### src/rtl/timer_pkg.sv
// Shared types and default widths for the interval timer controller.
package timer_pkg;

  localparam int DIV_W_DEF = 6;
  localparam int CNT_W_DEF = 8;

  typedef enum logic [1:0] {
    IDLE  = 2'd0,
    RUN   = 2'd1,
    PAUSE = 2'd2,
    DONE  = 2'd3
  } timer_state_e;

endpackage

### src/rtl/tick_prescaler.sv
// Divide-by-N prescaler: counts enabled cycles 0..divideby-1 and
// raises go on the last one. The count is held whenever enable is low,
// so a frozen interval resumes without losing or adding clocks.
module tick_prescaler #(
  parameter int DIV_W = 6
) (
  input  logic             clk,
  input  logic             reset,
  input  logic             clear,
  input  logic             enable,
  input  logic [DIV_W-1:0] divideby,
  output logic             go,
  output logic [DIV_W-1:0] count
);

  assign go = enable && (count == (divideby - DIV_W'(1)));

  // Prescaler count: clear has priority, wrap on go, hold when disabled.
  always_ff @(posedge clk) begin
    if (reset) begin
      count <= DIV_W'(0);
    end else if (clear) begin
      count <= DIV_W'(0);
    end else if (go) begin
      count <= DIV_W'(0);
    end else if (enable) begin
      count <= count + DIV_W'(1);
    end else begin
      count <= count;
    end
  end

endmodule

### src/rtl/interval_timer_ctrl.sv
// Interval timer controller: latches a divide ratio and tick count on an
// accepted start, runs the prescaler and counts its ticks down to zero.
// Supports pause/resume and abort; completion is a one-cycle done pulse.
module interval_timer_ctrl
  import timer_pkg::*;
#(
  parameter int DIV_W = DIV_W_DEF,
  parameter int CNT_W = CNT_W_DEF
) (
  input  logic             clk,
  input  logic             reset,
  input  logic             start,
  input  logic             pause,
  input  logic             abort,
  input  logic [DIV_W-1:0] divideby,
  input  logic [CNT_W-1:0] ticks,
  output logic             busy,
  output logic             paused,
  output logic             tick,
  output logic             done,
  output logic             err,
  output logic [CNT_W-1:0] remaining
);

  timer_state_e     state;
  logic [DIV_W-1:0] div_q;
  logic [DIV_W-1:0] presc_count_unused;
  logic             active;
  logic             presc_enable;
  logic             presc_clear;
  logic             start_bad;

  // RUN and PAUSE both count as an interval in progress. A PAUSE cycle with
  // pause already released is enabled so the resume costs no extra clock.
  assign active       = (state == RUN) || (state == PAUSE);
  assign presc_enable = active && !pause && !abort;
  assign start_bad    = (divideby == DIV_W'(0)) || (ticks == CNT_W'(0));
  assign presc_clear  = ((state == IDLE) && start && !start_bad) || (active && abort);

  tick_prescaler #(
    .DIV_W (DIV_W)
  ) u_prescaler (
    .clk      (clk),
    .reset    (reset),
    .clear    (presc_clear),
    .enable   (presc_enable),
    .divideby (div_q),
    .go       (tick),
    .count    (presc_count_unused)
  );

  // Sequencing FSM with registered status outputs and the tick down-counter.
  always_ff @(posedge clk) begin
    if (reset) begin
      state     <= IDLE;
      div_q     <= DIV_W'(0);
      remaining <= CNT_W'(0);
      busy      <= 1'b0;
      paused    <= 1'b0;
      done      <= 1'b0;
      err       <= 1'b0;
    end else begin
      done <= 1'b0;
      err  <= 1'b0;
      case (state)
        IDLE: begin
          if (start) begin
            if (start_bad) begin
              err <= 1'b1;
            end else begin
              div_q     <= divideby;
              remaining <= ticks;
              state     <= RUN;
              busy      <= 1'b1;
              paused    <= 1'b0;
            end
          end else begin
            state <= IDLE;
          end
        end
        RUN, PAUSE: begin
          if (abort) begin
            state     <= IDLE;
            remaining <= CNT_W'(0);
            busy      <= 1'b0;
            paused    <= 1'b0;
          end else if (pause) begin
            state  <= PAUSE;
            busy   <= 1'b1;
            paused <= 1'b1;
          end else if (tick) begin
            if (remaining == CNT_W'(1)) begin
              state     <= DONE;
              remaining <= CNT_W'(0);
              busy      <= 1'b0;
              paused    <= 1'b0;
              done      <= 1'b1;
            end else begin
              state     <= RUN;
              remaining <= remaining - CNT_W'(1);
              paused    <= 1'b0;
            end
          end else begin
            state  <= RUN;
            paused <= 1'b0;
          end
        end
        DONE: begin
          state <= IDLE;
        end
        default: begin
          state     <= IDLE;
          remaining <= CNT_W'(0);
          busy      <= 1'b0;
          paused    <= 1'b0;
        end
      endcase
    end
  end

endmodule

### config.mk
export PLATFORM = sky130hd
export DESIGN_NAME = interval_timer_ctrl
export DESIGN_NICKNAME = d
export VERILOG_FILES = /design/src/rtl/timer_pkg.sv /design/src/rtl/tick_prescaler.sv /design/src/rtl/interval_timer_ctrl.sv
export SDC_FILE = /design/constraint.sdc
export NUM_CORES = 1
export LEC_CHECK = 0
export ABC_AREA = 1
export ABC_CLOCK_PERIOD_IN_PS = 4900
export CAP_MARGIN = 5
export CORE_MARGIN = 8
export CORE_UTILIZATION = 30
export DETAILED_ROUTE_END_ITERATION = 10
export SLEW_MARGIN = 0
export SYNTH_ARGS = -nofsm -noshare
export SYNTH_HDL_FRONTEND = slang
export SYNTH_HIERARCHICAL = 1
export SYNTH_SLANG_ARGS = --single-unit
### constraint.sdc
create_clock -name clk -period 4.9 [get_ports clk]
set_input_delay 0.49 -clock clk [delete_from_list [all_inputs] [get_ports clk]]
set_output_delay 0.49 -clock clk [all_outputs]
set_load 0.1 [all_outputs]
==> results of run 1 <==
[metrics by stage]
stage	hold WS [ns]	instances	worst slack, ns
floorplan	0.423	276	1.81
global placement	0.435	376	1.95
global route	0.505	380	1.49
detailed placement	0.450	376	1.88
CTS	0.462	380	1.67
finish	0.455	380	1.71
[flip-flops by register name, summed over array words and instances, names as in the netlist]
signal / flops
busy: 1
div_q: 6
done: 1
err: 1
paused: 1
remaining: 8
state: 2
u_prescaler/count: 6
[how the worst max path moves through the flow]
stage	start	slack [ns]	end	cells after the start
final	state[0]$_SDFFE_PP0P_	1.71	tick	13
after CTS	state[0]$_SDFFE_PP0P_	1.67	tick	13
after floorplan	state[0]$_SDFFE_PP0P_	1.81	remaining[2]$_SDFFE_PP0P_	18
after global placement	abort	1.95	tick	11
after detailed placement	abort	1.88	tick	11
after global routing	state[0]$_SDFFE_PP0P_	1.49	tick	13
[tightest hold or removal path, stage by stage (launching register included)]
cell	delay [ns]
dfxtp_1	0.32
inv_1	0.05
a21oi_1	0.05
[cell usage in the layout (no fill, tap or decap), types with 4 or more instances in the layout]
cell              n
nand2_1          71
nor2_1           47
inv_1            44
clkdlybuf4s50_1  30
dfxtp_1          26
nand3_1          20
o21ai_0          13
a21oi_1          11
xor2_1            6
ha_1              6
inv_2             4
clkbuf_8          4
[layout make-up]
| class | count | share of cell area |
|---|---|---|
| multi-input combinational | 199 | 0.462 |
| timing repair buffer | 31 | 0.144 |
| clock buffer | 4 | 0.0257 |
| tap | 72 | 0.0420 |
| inverter | 48 | 0.0840 |
| sequential | 26 | 0.243 |
[metal layers]
metal	wire length, µm	vias to the layer above	share of wire	track usage
li1	-	911	-	-
met1	1980	742	0.47	0.131
met4	38	0	0.0090	0.0242
met2	1950	40	0.46	0.175
met3	250	4	0.059	0.0350
met5	0	-	0	0
[report_power, final]
group	switching, mW	leakage [nW]	internal, mW
Clock	0.0685	0.0288	0.0719
Combinational	0.148	0.738	0.0695
Sequential	0.0138	0.213	0.225
Total	0.230	0.980	0.366
[logic make-up (layout without fill, tap and decap cells)]
family | after synthesis | count (layout)
AO/OA/AOI/OAI | 30 | 30
XOR/XNOR | 8 | 8
adder cells (fa/ha/maj) | 6 | 6
buffers and inverters | 51 | 83
flip-flops | 26 | 26
AND/OR/NAND/NOR | 155 | 155
==> results.sh, run 1 <==
export IMPL_status="finished, final reports clean"
export IMPL_cts_tree="yes"
export IMPL_rrSetupSlack_ns=2.15
export IMPL_skew_ns=0.00367
export IMPL_hold_buffers=0
export IMPL_cpPeakStageDelay_ns=0.38
export IMPL_grt_overflow_total=0
export IMPL_initial_core_util=0.312
export IMPL_synthDistinctLibCells=27
export IMPL_cts_sinks=26
export IMPL_core_area_mm2=0.00551
export IMPL_syn_to_final_growth_pct=24.7
export IMPL_avgRoutedWirePerCell_um=11.1
export IMPL_synth_yosys_seq_area_share=0.303
export IMPL_hpwlAfterDp_um=3360
export IMPL_max_freq_mhz=313
export IMPL_synthFlopType="dfxtp_1"
export IMPL_slew_violations=0
export IMPL_synthMuxAreaShare=0
export IMPL_ys_ff_latch=26
export IMPL_cp_slowest_cell="ha_1"
export IMPL_rsz0062_at_grt="false"
export IMPL_tightest_slew_ns=0.984
export IMPL_r2r_start="state[0]$_SDFFE_PP0P_"
export IMPL_ys_top_cells_by_count="nand2_1, nor2_1, inv_1"
export IMPL_cts_root_buf="clkbuf_8"
export IMPL_placed_area_mm2=0.00209
export IMPL_post_route_drc_count=0
export IMPL_drt_pass1_iterations=4
export IMPL_synth_area_leaders="dfxtp_1, nand2_1, nor2_1, inv_1, nand3_1"
export IMPL_crit_buf_inv=6
export IMPL_grt_pass1_vias=1662
export IMPL_grt_max_degree=16
export IMPL_gr_usage_all_layers=0.106
export IMPL_async_flop_share=0
export IMPL_hold_viol_final=0
export IMPL_fin_crit_sh=0.651
export IMPL_power_density_mw_per_mm2=278
export IMPL_io_pins=32
export IMPL_synthCells=276
export IMPL_cap_viol_max_count=0
export IMPL_critical_path_class="flip-flop to output pin"
export IMPL_min_to="div_q[1]$_SDFFE_PP0P_"
export IMPL_clock_path_buffers=2
export IMPL_grt_first_pass_wirelength_um=7510
export IMPL_place_gp_congestion=0.857
export IMPL_holdCritPathClass="flip-flop to flip-flop"
export IMPL_yosysTopAreaCell="dfxtp_1"
export IMPL_layout_nets=334
export IMPL_crit_family="simple AND/OR/NAND/NOR gates"
export IMPL_reg2reg_depth=17
export IMPL_synth_edf_count=0
export IMPL_wl_um=4220
export IMPL_fp_dieH_um=91.7
export IMPL_synth_compound_gate_area_share=0.0946
export IMPL_worst_slew_margin_rel=0.342
export IMPL_cp_cell_sequence="inv_1 > ha_1 > inv_2 > nor2_4 > inv_2 > nor2_1 > inv_2 > a21oi_2 > nand3_1 > nor2_1 > nand3_2 > inv_1 > buf_4"
export IMPL_critical_path_arrival_ns=2.70
export IMPL_n_antenna_cell=0
export IMPL_port_buffers=31
export IMPL_min_delay_start="div_q[1]$_SDFFE_PP0P_"
export IMPL_ir_worst_vdd_mv=0.148
export IMPL_fin_util=0.389
export IMPL_ff_latch_area_um2=520
export IMPL_worstPathMaxFanout=8
export IMPL_synth_top_area_frac=0.303
export IMPL_synthXorXnorAreaFrac=0.0408
export IMPL_synth_warnings=6
export IMPL_synth_simple_area_share=0.397
export IMPL_multi_input_area_um2=991
export IMPL_die_w_um=91.7
export IMPL_synth_area_mm2=0.00172
export IMPL_synth_fp_nets=301
export IMPL_power_mw=0.596
export IMPL_synth_fa_ha_area_frac=0.0437
export IMPL_path_clk_slew_ns=0.09
export IMPL_ctsHtreeMaxLevel=1
export IMPL_ant_nets=0
export IMPL_fillers=578
export IMPL_leakage_nw=0.980
export IMPL_worst_setup_path_end_kind="output pin"
export IMPL_whs_path_depth=2
export IMPL_postCtsSetupBuffers=0
export IMPL_fin_area_mm2=0.00214
export IMPL_r2r_end="remaining[3]$_SDFFE_PP0P_"
export IMPL_drt_iter0_drc=74
export IMPL_fin_crit_ns=3.19
export IMPL_drive_gt1_frac=0.0844
export IMPL_clock_latency_ns=0.27
export IMPL_cp_start_kind="flip-flop"
export IMPL_via_count=1697
export IMPL_synth_top_family_by_area="simple AND/OR/NAND/NOR gates"
export IMPL_vias_per_cell=4.47
export IMPL_numCtsBuffers=3
export IMPL_antenna_found_initial=0
export IMPL_synth_most_common_cell="nand2_1"
export IMPL_core_rowCount=27
export IMPL_dieArea_mm2=0.00841
export IMPL_crit_top_cell="inv_2"
export IMPL_postSynthAreaPerCell_um2=6.23
export IMPL_setup_viol=0
export IMPL_setup_tns_final_ns=0
export IMPL_cp_data_required_time_ns=4.41
export IMPL_cts_resized_gates=0
No activity file was read; power rests on OpenSTA's default activity.
==> inputs of run 2 (changes only) <==
- ABC_CLOCK_PERIOD_IN_PS: 4900 -> 2900
- clock period: 4.9 -> 2.9 ns (I/O delays scaled with it)
==> run 2 against run 1 <==
- utilization shrank 0.32 points
- combinational power is 68% higher
- power up 64%
- non-clock buffer count grew 1
- highest routed layer unchanged
==> results.sh, run 2 (synthesized netlist as in run 1, its figures left out) <==
export IMPL_status="finished, final reports clean"
export IMPL_cp_data_required_time_ns=2.61
export IMPL_core_rowCount=27
export IMPL_postCtsSetupBuffers=0
export IMPL_wl_um=4260
export IMPL_setup_viol=0
export IMPL_setup_tns_final_ns=0
export IMPL_max_freq_mhz=374
export IMPL_whs_path_depth=2
export IMPL_drt_iter0_drc=56
export IMPL_n_antenna_cell=0
export IMPL_cts_root_buf="clkbuf_8"
export IMPL_r2r_start="state[1]$_SDFFE_PP0P_"
export IMPL_hold_viol_final=0
export IMPL_antenna_found_initial=0
export IMPL_critical_path_arrival_ns=2.38
export IMPL_numCtsBuffers=3
export IMPL_max_flop_register="remaining"
export IMPL_syn_to_final_growth_pct=23.7
export IMPL_cp_slowest_cell="ha_2"
export IMPL_critical_path_class="flip-flop to output pin"
export IMPL_path_clk_slew_ns=0.09
export IMPL_dieArea_mm2=0.00841
export IMPL_grt_pass1_vias=1699
export IMPL_power_density_mw_per_mm2=458
export IMPL_vias_per_cell=4.49
export IMPL_via_count=1705
export IMPL_power_mw=0.975
export IMPL_fp_dieH_um=91.7
export IMPL_core_area_mm2=0.00551
export IMPL_ir_worst_vdd_mv=0.186
export IMPL_rrSetupSlack_ns=0.34
export IMPL_worst_slew_margin_rel=0.682
export IMPL_holdWs_ns=0.454
export IMPL_min_to="div_q[1]$_SDFFE_PP0P_"
export IMPL_initial_core_util=0.312
export IMPL_post_route_drc_count=0
export IMPL_cpPeakStageDelay_ns=0.39
export IMPL_crit_buf_inv=6
export IMPL_avgRoutedWirePerCell_um=11.2
export IMPL_skew_ns=0.00405
export IMPL_crit_top_cell="inv_2"
export IMPL_reg2reg_depth=17
export IMPL_leakage_nw=0.991
export IMPL_ant_nets=0
export IMPL_drive_gt1_frac=0.130
export IMPL_ctsHtreeMaxLevel=1
export IMPL_port_buffers=31
export IMPL_cts_resized_gates=0
export IMPL_cap_viol_max_count=0
export IMPL_final_common_cell="nand2_1"
export IMPL_crit_family="simple AND/OR/NAND/NOR gates"
export IMPL_worst_setup_path_end_kind="output pin"
export IMPL_cp_start_kind="flip-flop"
export IMPL_die_w_um=91.7
export IMPL_cp_cell_sequence="inv_1 > ha_2 > inv_2 > nor2_4 > inv_2 > nor2_1 > inv_2 > a21oi_2 > nand3_1 > nor2_1 > nand3_2 > clkinvlp_4 > buf_12"
export IMPL_largestRegisters="remaining: 8 flops, div_q: 6 flops, u_prescaler/count: 6 flops"
export IMPL_clock_latency_ns=0.27
export IMPL_grt_first_pass_wirelength_um=7380
export IMPL_worstPathMaxFanout=8
export IMPL_drt_pass1_iterations=4
export IMPL_largest_register_ffs=8
export IMPL_rsz0062_at_grt="false"
export IMPL_tightest_slew_ns=0.477
export IMPL_fin_crit_ns=2.67
export IMPL_cts_tree="yes"
export IMPL_cts_sinks=26
export IMPL_grt_max_degree=16
export IMPL_clock_path_buffers=2
export IMPL_grt_overflow_total=0
export IMPL_layout_common_cells="nand2_1, nor2_1, inv_1"
export IMPL_place_gp_congestion=0.843
export IMPL_min_delay_start="div_q[1]$_SDFFE_PP0P_"
export IMPL_layout_nets=335
export IMPL_gr_usage_all_layers=0.103
export IMPL_slew_violations=0
export IMPL_hpwlAfterDp_um=3470
export IMPL_holdCritPathClass="flip-flop to flip-flop"
export IMPL_fin_crit_sh=0.922
export IMPL_hold_buffers=0
export IMPL_io_pins=32
export IMPL_r2r_end="remaining[4]$_SDFFE_PP0P_"
-- run 2: layer usage --
metal | global-route usage | vias up | wire length [µm]
met5 | 0 | - | 0
met4 | 0.0242 | 0 | 21
met3 | 0.0326 | 2 | 216
li1 | - | 912 | -
met1 | 0.113 | 766 | 1920
met2 | 0.189 | 25 | 2100
-- run 2: worst max path at each step --
stage / startpoint / to / slack, ns / cells after the start
after detailed placement: state[0]$_SDFFE_PP0P_ / remaining[4]$_SDFFE_PP0P_ / 0.27 / 17
after floorplan: state[0]$_SDFFE_PP0P_ / remaining[2]$_SDFFE_PP0P_ / 0.08 / 18
after CTS: state[0]$_SDFFE_PP0P_ / tick / 0.16 / 13
after global routing: state[1]$_SDFFE_PP0P_ / tick / 0.02 / 13
after global placement: abort / remaining[5]$_SDFFE_PP0P_ / 0.43 / 15
final: state[1]$_SDFFE_PP0P_ / tick / 0.23 / 13
-- run 2: per-stage QoR --
stage,setup slack (ns),std cells,util,area (µm²)
6_report,0.227,380,0.386,2130
5_1_grt,0.0160,380,0.386,2130
3_3_place_gp,0.435,377,0.378,2080
2_1_floorplan,0.0830,276,-,1720
4_1_cts,0.156,380,0.386,2120
3_5_place_dp,0.273,377,0.378,2080
-- run 2: final cells by class --
cell class | instances | area, µm²
fill | 620 | 3380
multi-input combinational | 199 | 993
sequential | 26 | 520
timing repair buffer | 32 | 298
inverter | 48 | 184
tap | 72 | 90.1
clock buffer | 3 | 41.3
-- run 2: where the power goes --
| group | switching (mW) | internal [mW] |
|---|---|---|
| clock network | 0.114 | 0.0931 |
| registers | 0.0236 | 0.380 |
| logic | 0.250 | 0.114 |
| total | 0.388 | 0.587 |
-- run 2: worst reg2reg max path: stages, from the launching register on --
cell	delay, ns
dfxtp_1	0.34
inv_1	0.07
ha_2	0.39
inv_2	0.10
nor2_4	0.14
inv_2	0.09
nor2_1	0.15
inv_2	0.06
a21oi_2	0.10
nand3_1	0.08
nor2_1	0.13
nand3_2	0.14
clkinvlp_4	0.13
nand2_1	0.06
nand2_1	0.14
nand2_4	0.14
nor2_1	0.14
nor2_1	0.06
